<file path="config.mk">
export PLATFORM = sky130hd
export DESIGN_NAME = ex_stage_md
export DESIGN_NICKNAME = d
export VERILOG_FILES = /design/src/rtl/ex_pkg.sv /design/src/rtl/ex_muldiv_iter.sv /design/src/rtl/ex_stage_md.sv
export SDC_FILE = /design/constraint.sdc
export NUM_CORES = 2
export LEC_CHECK = 0
export ABC_AREA = 1
export CORE_MARGIN = 4
export CORE_UTILIZATION = 40
export DETAILED_ROUTE_END_ITERATION = 8
export DONT_BUFFER_PORTS = 1
export HOLD_SLACK_MARGIN = 0.12
export PLACE_DENSITY = 0.53
export SLEW_MARGIN = 20
export SYNTH_ARGS = -nofsm -noshare
export SYNTH_HDL_FRONTEND = slang
export SYNTH_SLANG_ARGS = --single-unit
</file>
<file path="constraint.sdc">
create_clock -name clk -period 4.77 [get_ports clk]
set_input_delay 0.954 -clock clk [delete_from_list [all_inputs] [get_ports clk]]
set_output_delay 0.954 -clock clk [all_outputs]
set_load 0.02 [all_outputs]
</file>
<file path="src/rtl/ex_pkg.sv">
// ============================================================================
//  Module      : ex_pkg
//  Description : Shared encodings for the execute stage: ALU select codes,
//                M-extension funct3 values and the mul/div FSM state type.
//  Revision    : 1.0  initial release
// ============================================================================
`default_nettype none

package ex_pkg;

    localparam logic [3:0] ALU_ADD   = 4'd0;
    localparam logic [3:0] ALU_SUB   = 4'd1;
    localparam logic [3:0] ALU_SLL   = 4'd2;
    localparam logic [3:0] ALU_SLT   = 4'd3;
    localparam logic [3:0] ALU_SLTU  = 4'd4;
    localparam logic [3:0] ALU_XOR   = 4'd5;
    localparam logic [3:0] ALU_SRL   = 4'd6;
    localparam logic [3:0] ALU_SRA   = 4'd7;
    localparam logic [3:0] ALU_OR    = 4'd8;
    localparam logic [3:0] ALU_AND   = 4'd9;
    localparam logic [3:0] ALU_PASSB = 4'd10;

    localparam logic [2:0] MD_MUL    = 3'd0;
    localparam logic [2:0] MD_MULH   = 3'd1;
    localparam logic [2:0] MD_MULHSU = 3'd2;
    localparam logic [2:0] MD_MULHU  = 3'd3;
    localparam logic [2:0] MD_DIV    = 3'd4;
    localparam logic [2:0] MD_DIVU   = 3'd5;
    localparam logic [2:0] MD_REM    = 3'd6;
    localparam logic [2:0] MD_REMU   = 3'd7;

    typedef enum logic [1:0] {
        MD_IDLE = 2'd0,
        MD_BUSY = 2'd1,
        MD_DONE = 2'd2
    } md_state_t;

endpackage

`default_nettype wire

</file>
<file path="src/rtl/ex_muldiv_iter.sv">
// ============================================================================
//  Module      : ex_muldiv_iter
//  Description : Iterative multiply (shift-add) / divide (restoring) engine,
//                one bit per cycle on magnitudes, sign fixed up in DONE.
//  Revision    : 1.0  initial release
// ============================================================================
`default_nettype none

module ex_muldiv_iter
    import ex_pkg::*;
#(
    parameter int XLEN  = 32,
    parameter int CNT_W = 6
) (
    input  logic            clk,
    input  logic            rst_n,
    input  logic            start,
    input  logic            flush,
    input  logic            hold,
    input  logic [2:0]      op,
    input  logic [XLEN-1:0] a,
    input  logic [XLEN-1:0] b,
    output logic            busy,
    output logic            done,
    output logic [XLEN-1:0] result
);

    localparam logic [CNT_W-1:0] LAST_CNT = CNT_W'(XLEN - 1);

    md_state_t         state, state_nxt;
    logic [CNT_W-1:0]  cnt;
    logic [XLEN-1:0]   hi, lo, opb;
    logic [2:0]        op_q;
    logic              neg_q;

    logic              a_sgn, b_sgn, a_neg, b_neg, neg_nxt;
    logic [XLEN-1:0]   a_abs, b_abs;
    logic [XLEN:0]     mul_sum, div_sh;
    logic              div_ge;
    logic [2*XLEN-1:0] prod, prod_c;

    always_ff @(posedge clk or negedge rst_n) begin
        if (!rst_n) state <= MD_IDLE;
        else        state <= state_nxt;
    end

    always_comb begin
        state_nxt = state;
        busy      = 1'b0;
        done      = 1'b0;
        case (state)
            MD_IDLE: if (start && !flush) state_nxt = MD_BUSY;
            MD_BUSY: begin
                busy = 1'b1;
                if (flush)                state_nxt = MD_IDLE;
                else if (cnt == LAST_CNT) state_nxt = MD_DONE;
            end
            MD_DONE: begin
                done = 1'b1;
                if (flush || !hold) state_nxt = MD_IDLE;
            end
            default: state_nxt = MD_IDLE;
        endcase
    end

    always_comb begin
        a_sgn   = (op == MD_MULH) || (op == MD_MULHSU) || (op == MD_DIV) || (op == MD_REM);
        b_sgn   = (op == MD_MULH) || (op == MD_DIV) || (op == MD_REM);
        a_neg   = a_sgn && a[XLEN-1];
        b_neg   = b_sgn && b[XLEN-1];
        a_abs   = a_neg ? -a : a;
        b_abs   = b_neg ? -b : b;
        // Divide-by-zero keeps an all-ones quotient, so no quotient negation there.
        if (!op[2])     neg_nxt = a_neg ^ b_neg;
        else if (op[1]) neg_nxt = a_neg;
        else            neg_nxt = (a_neg ^ b_neg) && (b != '0);

        mul_sum = {1'b0, hi} + (lo[0] ? {1'b0, opb} : '0);
        div_sh  = {hi, lo[XLEN-1]};
        div_ge  = div_sh >= {1'b0, opb};
    end

    // Multiply: hi:lo holds partial product with multiplier in lo.
    // Divide: hi is the running remainder, lo shifts dividend out and quotient in.
    always_ff @(posedge clk or negedge rst_n) begin
        if (!rst_n) begin
            cnt   <= '0;
            hi    <= '0;
            lo    <= '0;
            opb   <= '0;
            op_q  <= '0;
            neg_q <= 1'b0;
        end else if (state == MD_IDLE && start && !flush) begin
            cnt   <= '0;
            hi    <= '0;
            op_q  <= op;
            neg_q <= neg_nxt;
            lo    <= op[2] ? a_abs : b_abs;
            opb   <= op[2] ? b_abs : a_abs;
        end else if (state == MD_BUSY) begin
            cnt <= cnt + CNT_W'(1);
            if (op_q[2]) begin
                hi <= div_ge ? (div_sh[XLEN-1:0] - opb) : div_sh[XLEN-1:0];
                lo <= {lo[XLEN-2:0], div_ge};
            end else begin
                hi <= mul_sum[XLEN:1];
                lo <= {mul_sum[0], lo[XLEN-1:1]};
            end
        end
    end

    always_comb begin
        prod   = {hi, lo};
        prod_c = neg_q ? -prod : prod;
        case (op_q)
            MD_MUL:                       result = prod_c[XLEN-1:0];
            MD_MULH, MD_MULHSU, MD_MULHU: result = prod_c[2*XLEN-1:XLEN];
            MD_DIV, MD_DIVU:              result = neg_q ? -lo : lo;
            default:                      result = neg_q ? -hi : hi;
        endcase
    end

endmodule

`default_nettype wire

</file>
<file path="src/rtl/ex_stage_md.sv">
// ============================================================================
//  Module      : ex_stage_md
//  Description : RISC-V execute stage: forwarding, ALU, branch compare,
//                iterative M-extension unit and the EX/MEM register.
//                Define EX_FAST_MUL_EN for single-cycle MUL* operations.
//  Revision    : 1.0  initial release
// ============================================================================
`default_nettype none

module ex_stage_md
    import ex_pkg::*;
#(
    parameter int XLEN  = 32,
    parameter int CNT_W = 6
) (
    input  logic            clk,
    input  logic            rst_n,
    input  logic            ex_valid,
    input  logic            flush,
    input  logic            mem_stall,
    input  logic [XLEN-1:0] ex_pc,
    input  logic [XLEN-1:0] ex_DataA,
    input  logic [XLEN-1:0] ex_DataB,
    input  logic [XLEN-1:0] imm,
    input  logic [XLEN-1:0] mem_ALU_out,
    input  logic [XLEN-1:0] wb_WBData,
    input  logic [1:0]      ForwardASel,
    input  logic [1:0]      ForwardBSel,
    input  logic            ASel,
    input  logic            BSel,
    input  logic            BrUn,
    input  logic [3:0]      ALUSel,
    input  logic            MdEn,
    input  logic [2:0]      MdOp,
    output logic            BrEq,
    output logic            BrLT,
    output logic            ex_stall,
    output logic            mem_valid,
    output logic [XLEN-1:0] mem_result,
    output logic [XLEN-1:0] mem_DataB
);

    localparam int SHW = $clog2(XLEN);

    logic [XLEN-1:0] fwd_a, fwd_b, op_a, op_b, alu_out, md_result, next_result;
    logic [SHW-1:0]  shamt;
    logic            md_iter, md_start, md_busy, md_done;

    always_comb begin
        case (ForwardASel)
            2'd1:    fwd_a = wb_WBData;
            2'd2:    fwd_a = mem_ALU_out;
            default: fwd_a = ex_DataA;
        endcase
        case (ForwardBSel)
            2'd1:    fwd_b = wb_WBData;
            2'd2:    fwd_b = mem_ALU_out;
            default: fwd_b = ex_DataB;
        endcase
        op_a  = ASel ? ex_pc : fwd_a;
        op_b  = BSel ? imm : fwd_b;
        shamt = op_b[SHW-1:0];
        BrEq  = (fwd_a == fwd_b);
        BrLT  = BrUn ? (fwd_a < fwd_b) : ($signed(fwd_a) < $signed(fwd_b));
    end

    always_comb begin
        alu_out = '0;
        case (ALUSel)
            ALU_ADD:   alu_out = op_a + op_b;
            ALU_SUB:   alu_out = op_a - op_b;
            ALU_SLL:   alu_out = op_a << shamt;
            ALU_SLT:   alu_out = {{(XLEN-1){1'b0}}, $signed(op_a) < $signed(op_b)};
            ALU_SLTU:  alu_out = {{(XLEN-1){1'b0}}, op_a < op_b};
            ALU_XOR:   alu_out = op_a ^ op_b;
            ALU_SRL:   alu_out = op_a >> shamt;
            ALU_SRA:   alu_out = $signed(op_a) >>> shamt;
            ALU_OR:    alu_out = op_a | op_b;
            ALU_AND:   alu_out = op_a & op_b;
            ALU_PASSB: alu_out = op_b;
            default:   alu_out = '0;
        endcase
    end

`ifdef EX_FAST_MUL_EN
    logic [2*XLEN-1:0] fm_a, fm_b, fm_prod;
    logic [XLEN-1:0]   fm_result;

    always_comb begin
        fm_a      = {{XLEN{((MdOp == MD_MULH) || (MdOp == MD_MULHSU)) && fwd_a[XLEN-1]}}, fwd_a};
        fm_b      = {{XLEN{(MdOp == MD_MULH) && fwd_b[XLEN-1]}}, fwd_b};
        fm_prod   = fm_a * fm_b;
        fm_result = (MdOp == MD_MUL) ? fm_prod[XLEN-1:0] : fm_prod[2*XLEN-1:XLEN];
    end

    assign md_iter = MdOp[2];
`else
    assign md_iter = 1'b1;
`endif

    // Stall starts in the issue cycle so ID/EX keeps presenting the operands.
    assign md_start = ex_valid && MdEn && md_iter && !md_busy && !md_done;
    assign ex_stall = (md_start || md_busy) && !flush;

    ex_muldiv_iter #(
        .XLEN  (XLEN),
        .CNT_W (CNT_W)
    ) u_muldiv (
        .clk    (clk),
        .rst_n  (rst_n),
        .start  (md_start),
        .flush  (flush),
        .hold   (mem_stall),
        .op     (MdOp),
        .a      (fwd_a),
        .b      (fwd_b),
        .busy   (md_busy),
        .done   (md_done),
        .result (md_result)
    );

    always_comb begin
        next_result = alu_out;
        if (md_done) next_result = md_result;
`ifdef EX_FAST_MUL_EN
        else if (MdEn && !MdOp[2]) next_result = fm_result;
`endif
    end

    always_ff @(posedge clk or negedge rst_n) begin
        if (!rst_n) begin
            mem_valid  <= 1'b0;
            mem_result <= '0;
            mem_DataB  <= '0;
        end else if (!mem_stall && !ex_stall) begin
            mem_valid  <= ex_valid && !flush;
            mem_result <= next_result;
            mem_DataB  <= fwd_b;
        end
    end

endmodule

`default_nettype wire

</file>
# [Yosys cells after proc, flatten, opt, wreduce, memory -nomap -nowiden]
# Cells that the tools add are included.
[totals] reg_bits=173 in_bits=212 wordCells=128
[op_classes] order_cmp=5 muxes=34 n_reduce_logical=32 n_bitwise=4 n_shift=3 eq_ne=30 add_sub_neg=10
[op_table] op="32-bit 2-to-1 mux" n=17
[op_table] op="32-bit case mux with 11 select lines" n=1
[op_table] op="32-bit less-than comparator" n=4
[op_table] op="32-bit negation" n=4
[op_table] op="32-bit case mux with 2 select lines" n=2
[op_table] op="32-bit case mux with 3 select lines" n=1
[op_table] op="64-bit 2-to-1 mux" n=1
[op_table] op="64-bit negation" n=1
[op_table] op="32-bit subtractor" n=2
[op_table] op="32-bit by 33-bit adder with 33-bit output" n=1
[op_table] op="33-bit by 32-bit greater-or-equal comparator with 1-bit output" n=1
[op_table] op="32-bit adder" n=1
[op_table] op="32-bit bitwise AND" n=1
[op_table] op="32-bit == test" n=1
[op_table] op="32-bit bitwise OR" n=1
[op_table] op="32-bit nonzero test" n=1
[op_table] op="32-bit by 5-bit << shifter with 32-bit output" n=1
[op_table] op="32-bit by 5-bit >> shifter with 32-bit output" n=1
[op_table] op="32-bit by 5-bit >>> shifter with 32-bit output" n=1
[op_table] op="32-bit XOR" n=1
[op_table] op="4-bit by 3-bit == test with 1-bit output, second input constant" n=4
[op_table] op="3-bit == test, second input constant" n=4
[op_table] op="4-bit == test, second input constant" n=3
[op_table] op="1-bit logical AND" n=12
[op_table] op="other kinds (24)" n=51

# [Longest topological paths before layout]
[logic_depth] ltp_word=9 mapped_depth=30

# [Modules after synthesis]
# From an unflattened synthesis, not the netlist that was laid out.
[unflattened] cells_unflattened=5674 hier_area_um2=31161.1
[modules_own_cells] module="ex_stage_md" seq_area_each_um2=1626.6 area_each_um2=15808.9 cells_each=2902 instances=1
[modules_own_cells] module="ex_muldiv_iter" seq_area_each_um2=2702.6 area_each_um2=15352.2 cells_each=2772 instances=1

# [Worst setup path before layout]
# Ideal clock, no wire load.
[synth_path] path_kind="in2out" startpoint="input port ForwardBSel[0]" endpoint="output port BrEq" path_stages=15 slack_ns=0.300 required_ns=3.816 n_path_buf=3 arrival_time_ns=3.516 path_cell_list="inv_1 > ha_1 > inv_2 > buf_6 > buf_6 > buf_6 > nand3_1 > o21ai_0 > ha_1 > nand4_1 > nor3_1 > inv_1 > nor4_1 > inv_1 > nor4_1"
[synth_via] elab_chain_len=3
[synth_lines] element="start, declared" line="ex_stage_md.sv:28" rtl="input logic [1:0] ForwardBSel,"
[synth_lines] element="2-bit == test or 2-bit by 1-bit == test with 1-bit output (tied branches)" line="ex_stage_md.sv:55" rtl="case (ForwardBSel)"
[synth_lines] element="32-bit case mux with 2 select lines (*)" line="ex_stage_md.sv:55"
[synth_lines] element="32-bit == test (*)" line="ex_stage_md.sv:63" rtl="BrEq = (fwd_a == fwd_b);"
[synth_lines] element="end, declared" line="ex_stage_md.sv:35" rtl="output logic BrEq,"
# Every way passes the cells marked *; elsewhere a longest branch is shown, timed or not.

# [Worst setup path in the final report]
[layout_path] startpoint="input port ForwardASel[0]" endpoint="output port BrLT"
[layout_via] elab_chain_len=4
[layout_lines] element="start, declared" line="ex_stage_md.sv:27" rtl="input logic [1:0] ForwardASel,"
[layout_lines] element="2-bit == test or 2-bit by 1-bit == test with 1-bit output (tied branches)" line="ex_stage_md.sv:50" rtl="case (ForwardASel)"
[layout_lines] element="32-bit case mux with 2 select lines (*)" line="ex_stage_md.sv:50"
[layout_lines] element="32-bit less-than comparator" line="ex_stage_md.sv:64" rtl="BrLT = BrUn ? (fwd_a < fwd_b) : ($signed(fwd_a) < $signed(fwd_b));"
[layout_lines] element="1-bit 2-to-1 mux (*)" line="ex_stage_md.sv:64"
[layout_lines] element="end, declared" line="ex_stage_md.sv:36" rtl="output logic BrLT,"
# Marks and branches as above.

==> results.yml <==
outcome:
  status: "finished clean"
cts:
  clock_latency_ns: 0.50
  cts.htree.levels: 4
  cts_made_buffers: 17
  cts_hold_buf: 0
  clock_path_buffers: 2
  cts_sinks: 173
  clkTransAtPathRegs_ns: 0.08
  cts_tree: "built"
  root_buffer: "clkbuf_16"
run:
  cap_violations: 0
timing:
  holdWs_ns: 0.164
  fmax_ghz: 0.210
  max_slew_margin: 0.301
  rsz0062_at_grt: "yes"
  setup_tns_ns: 0
  post-route-period-util: 0.999
  min_period_ns: 4.77
  finalHoldViolCount: 0
  worst_pin_slew_ns: 1.04
  skew_ns: 0.0235
  setup_viol: 0
  drv_slew: 0
yosys:
  synth_top_area_cell: "nand2_1"
  yosys_register_bits: 173
  yosys_warnings: 0
  syn_area_mm2: 0.0294
  synth_edf_count: 0
  synthesis.nets: 5651
  syn-mean-instance-area_um2: 5.63
  synth_top_area_frac: 0.199
  yosysSeqAreaShare: 0.147
  synth_ff_type: "dfrtp_1"
  synthTopCellsByArea: "nand2_1 20%, dfrtp_1 15%, nand3_1 10%, ha_1 8.9%, inv_1 7.3%"
  async_flop_share: 1.00
  syn_inst: 5226
  synth_cell_types: 60
min_path:
  hp-class: "input pin to async pin"
pwr:
  intPower_mw: 6.05
  p_clk_frac: 0.099
  switchingPower_mw: 9.44
  switching_share: 0.609
  leakage_nw: 16.4
  seq_power_share: 0.191
  p_comb_frac: 0.710
  power_density_mw_per_mm2: 467
  max-vdd-ir-drop_mv: 0.326
placed_design:
  dp.cells: 6279
  io_buffers: 0
  dpl.hpwl_mm: 139
  place.gp.congestion: 1.07
global_routing:
  grt_pass1_vias: 35367
  met2_usage: 0.678
  grt.total_usage: 0.416
  grt_use_met3: 0.0533
  busiest_layer: "met2"
  grt_antenna_before_repair: 8
  grt_max_degree: 174
  grtUsageMet1: 0.508
  grt-ovfl-total: 0
  grt_pass1_wl_mm: 241
die:
  start_util: 0.403
  die_h_um: 279
  placeableCoreArea_mm2: 0.0730
  num_rows: 99
  die_x_um: 279
  ios: 280
  die_area_mm2: 0.0779
critical_path:
  crit_type: "input pin to output port"
  cp-start-kind: "input pin"
  cp_data_required_time_ns: 3.82
  worst-path-max-fanout: 6
  cp-end-kind: "output port"
  cp_data_arrival_time_ns: 3.81
routing:
  drt-total-wl_mm: 169
  dr_total_vias: 37588
  drc: 0
  initialDrtViolationCount: 4390
  dr.pass1.iters: 6
  avgViaCountPerCell: 5.94
  routedWlPerCell_um: 26.8
  antenna_left: 0
final_layout:
  nets: 5772
  drive_gt1_frac: 0.104
  layout.cells.non_filler: 6326
  syn_to_final_growth_pct: 12.8
==> power by group through the flow <==
stage	Sequential, mW	Clock, mW	Combinational, mW
final	2.96	1.53	11.0
after global routing	2.96	1.61	11.9
after CTS	2.92	1.55	10.7
after detailed placement	2.94	0	10.6
after global placement	2.95	0	10.6
after floorplan	2.44	0	6.74
==> what timing repair did <==
item,4_1_cts,5_1_grt
resized for setup,0,43
setup endpoints to repair,0,3
buffers inserted,0,6
==> stage by stage <==
stage | setup WS (ns) | cell area, um^2 | utilization | power, mW
after floorplan | 0.300 | 29400 | - | 9.18
after global placement | -0.370 | 32300 | 0.442 | 13.6
after detailed placement | -0.337 | 32300 | 0.442 | 13.5
after CTS | 0.000979 | 32900 | 0.451 | 15.1
after global routing | -0.0758 | 33200 | 0.455 | 16.4
final | 0.00442 | 33200 | 0.455 | 15.5
==> cell families after synthesis <==
kind of cell | synth area share
xor+xnor | 0.0313
buf+inv | 0.109
compound gates | 0.201
simple gates | 0.420
fa+ha+maj | 0.0916
flops | 0.147
==> flip-flops by register name, summed over array words and instances, names as in the netlist <==
| register | count |
|---|---|
| u_muldiv.cnt | 6 |
| u_muldiv.hi | 32 |
| u_muldiv.lo | 32 |
| u_muldiv.state | 2 |
| u_muldiv.opb | 32 |
| mem_valid | 1 |
| mem_result | 32 |
| mem_DataB | 32 |
| u_muldiv.op_q | 3 |
| u_muldiv.neg_q | 1 |
==> cells in the final DEF, fill, tap and decap left out, drive strengths merged, types with 74 or more instances in the layout <==
cell type,n
nand2,1561
nand3,612
inv,584
o21ai,427
nor2,413
buf,334
a21oi,314
ha,209
dfrtp,173
or2,106
nand4,96
xor2,85
o211ai,74
==> Yosys cell counts (12+ instances only) <==
cell	n
a21boi_0	12
a21o_1	13
a21oi_1	312
a221oi_1	15
a22oi_1	12
a31oi_1	31
buf_1	21
buf_2	46
clkbuf_1	156
dfrtp_1	173
ha_1	209
inv_1	569
nand2_1	1557
nand3_1	612
nand4_1	94
nor2_1	407
nor3_1	68
nor4_1	19
o211ai_1	74
o21a_1	20
o21ai_0	390
o21ai_1	16
o21ai_2	21
o21bai_1	20
o221ai_1	16
o22ai_1	27
or2_2	97
xnor2_1	20
xor2_1	85
==> critical path, stage by stage <==
cell and delay, ns:
inv_1 0.04, ha_4 0.28, inv_6 0.06, buf_12 0.15
buf_8 0.14, buf_4 0.13, or2_2 0.26, nand2_1 0.17
buf_4 0.17, inv_1 0.04, ha_1 0.30, a21oi_1 0.18
o221ai_2 0.14, a21oi_2 0.26, o21ai_2 0.12, buf_6 0.13
xnor2_2 0.11, buf_4 0.16
==> area by class of cell <==
cell class / count / area [um^2]
fill: 8208 / 39800
clock inverter: 15 / 214
timing repair buffer: 336 / 2690
inverter: 586 / 2210
tap: 959 / 1200
antenna: 7 / 17.5
multi-input combinational: 4233 / 22100
clock buffer: 17 / 425
sequential: 173 / 4330
==> final timing paths <==
check | start | to | slack [ns] | cells past startpoint
setup / recovery | ForwardASel[0] | BrLT | 0.004 | 18
hold / removal | rst_n | mem_DataB[0] | 0.16 | 0
setup reg to reg | u_muldiv.hi[13] | u_muldiv.hi[16] | 1.16 | 15
hold reg to reg | u_muldiv.cnt[4] | u_muldiv.cnt[4] | 0.50 | 1
max in group asynchronous | rst_n | mem_result[10] | 4.14 | 0
min in group clk | u_muldiv.cnt[4] | u_muldiv.cnt[4] | 0.50 | 1
==> routing by layer <==
| layer | up-vias | part of all wire |
|---|---|---|
| met5 | - | 0 |
| met4 | 0 | 0.087 |
| met3 | 459 | 0.080 |
| met2 | 1963 | 0.45 |
| met1 | 17544 | 0.38 |
| li1 | 17622 | - |
Power figures use the tool's default switching activity.
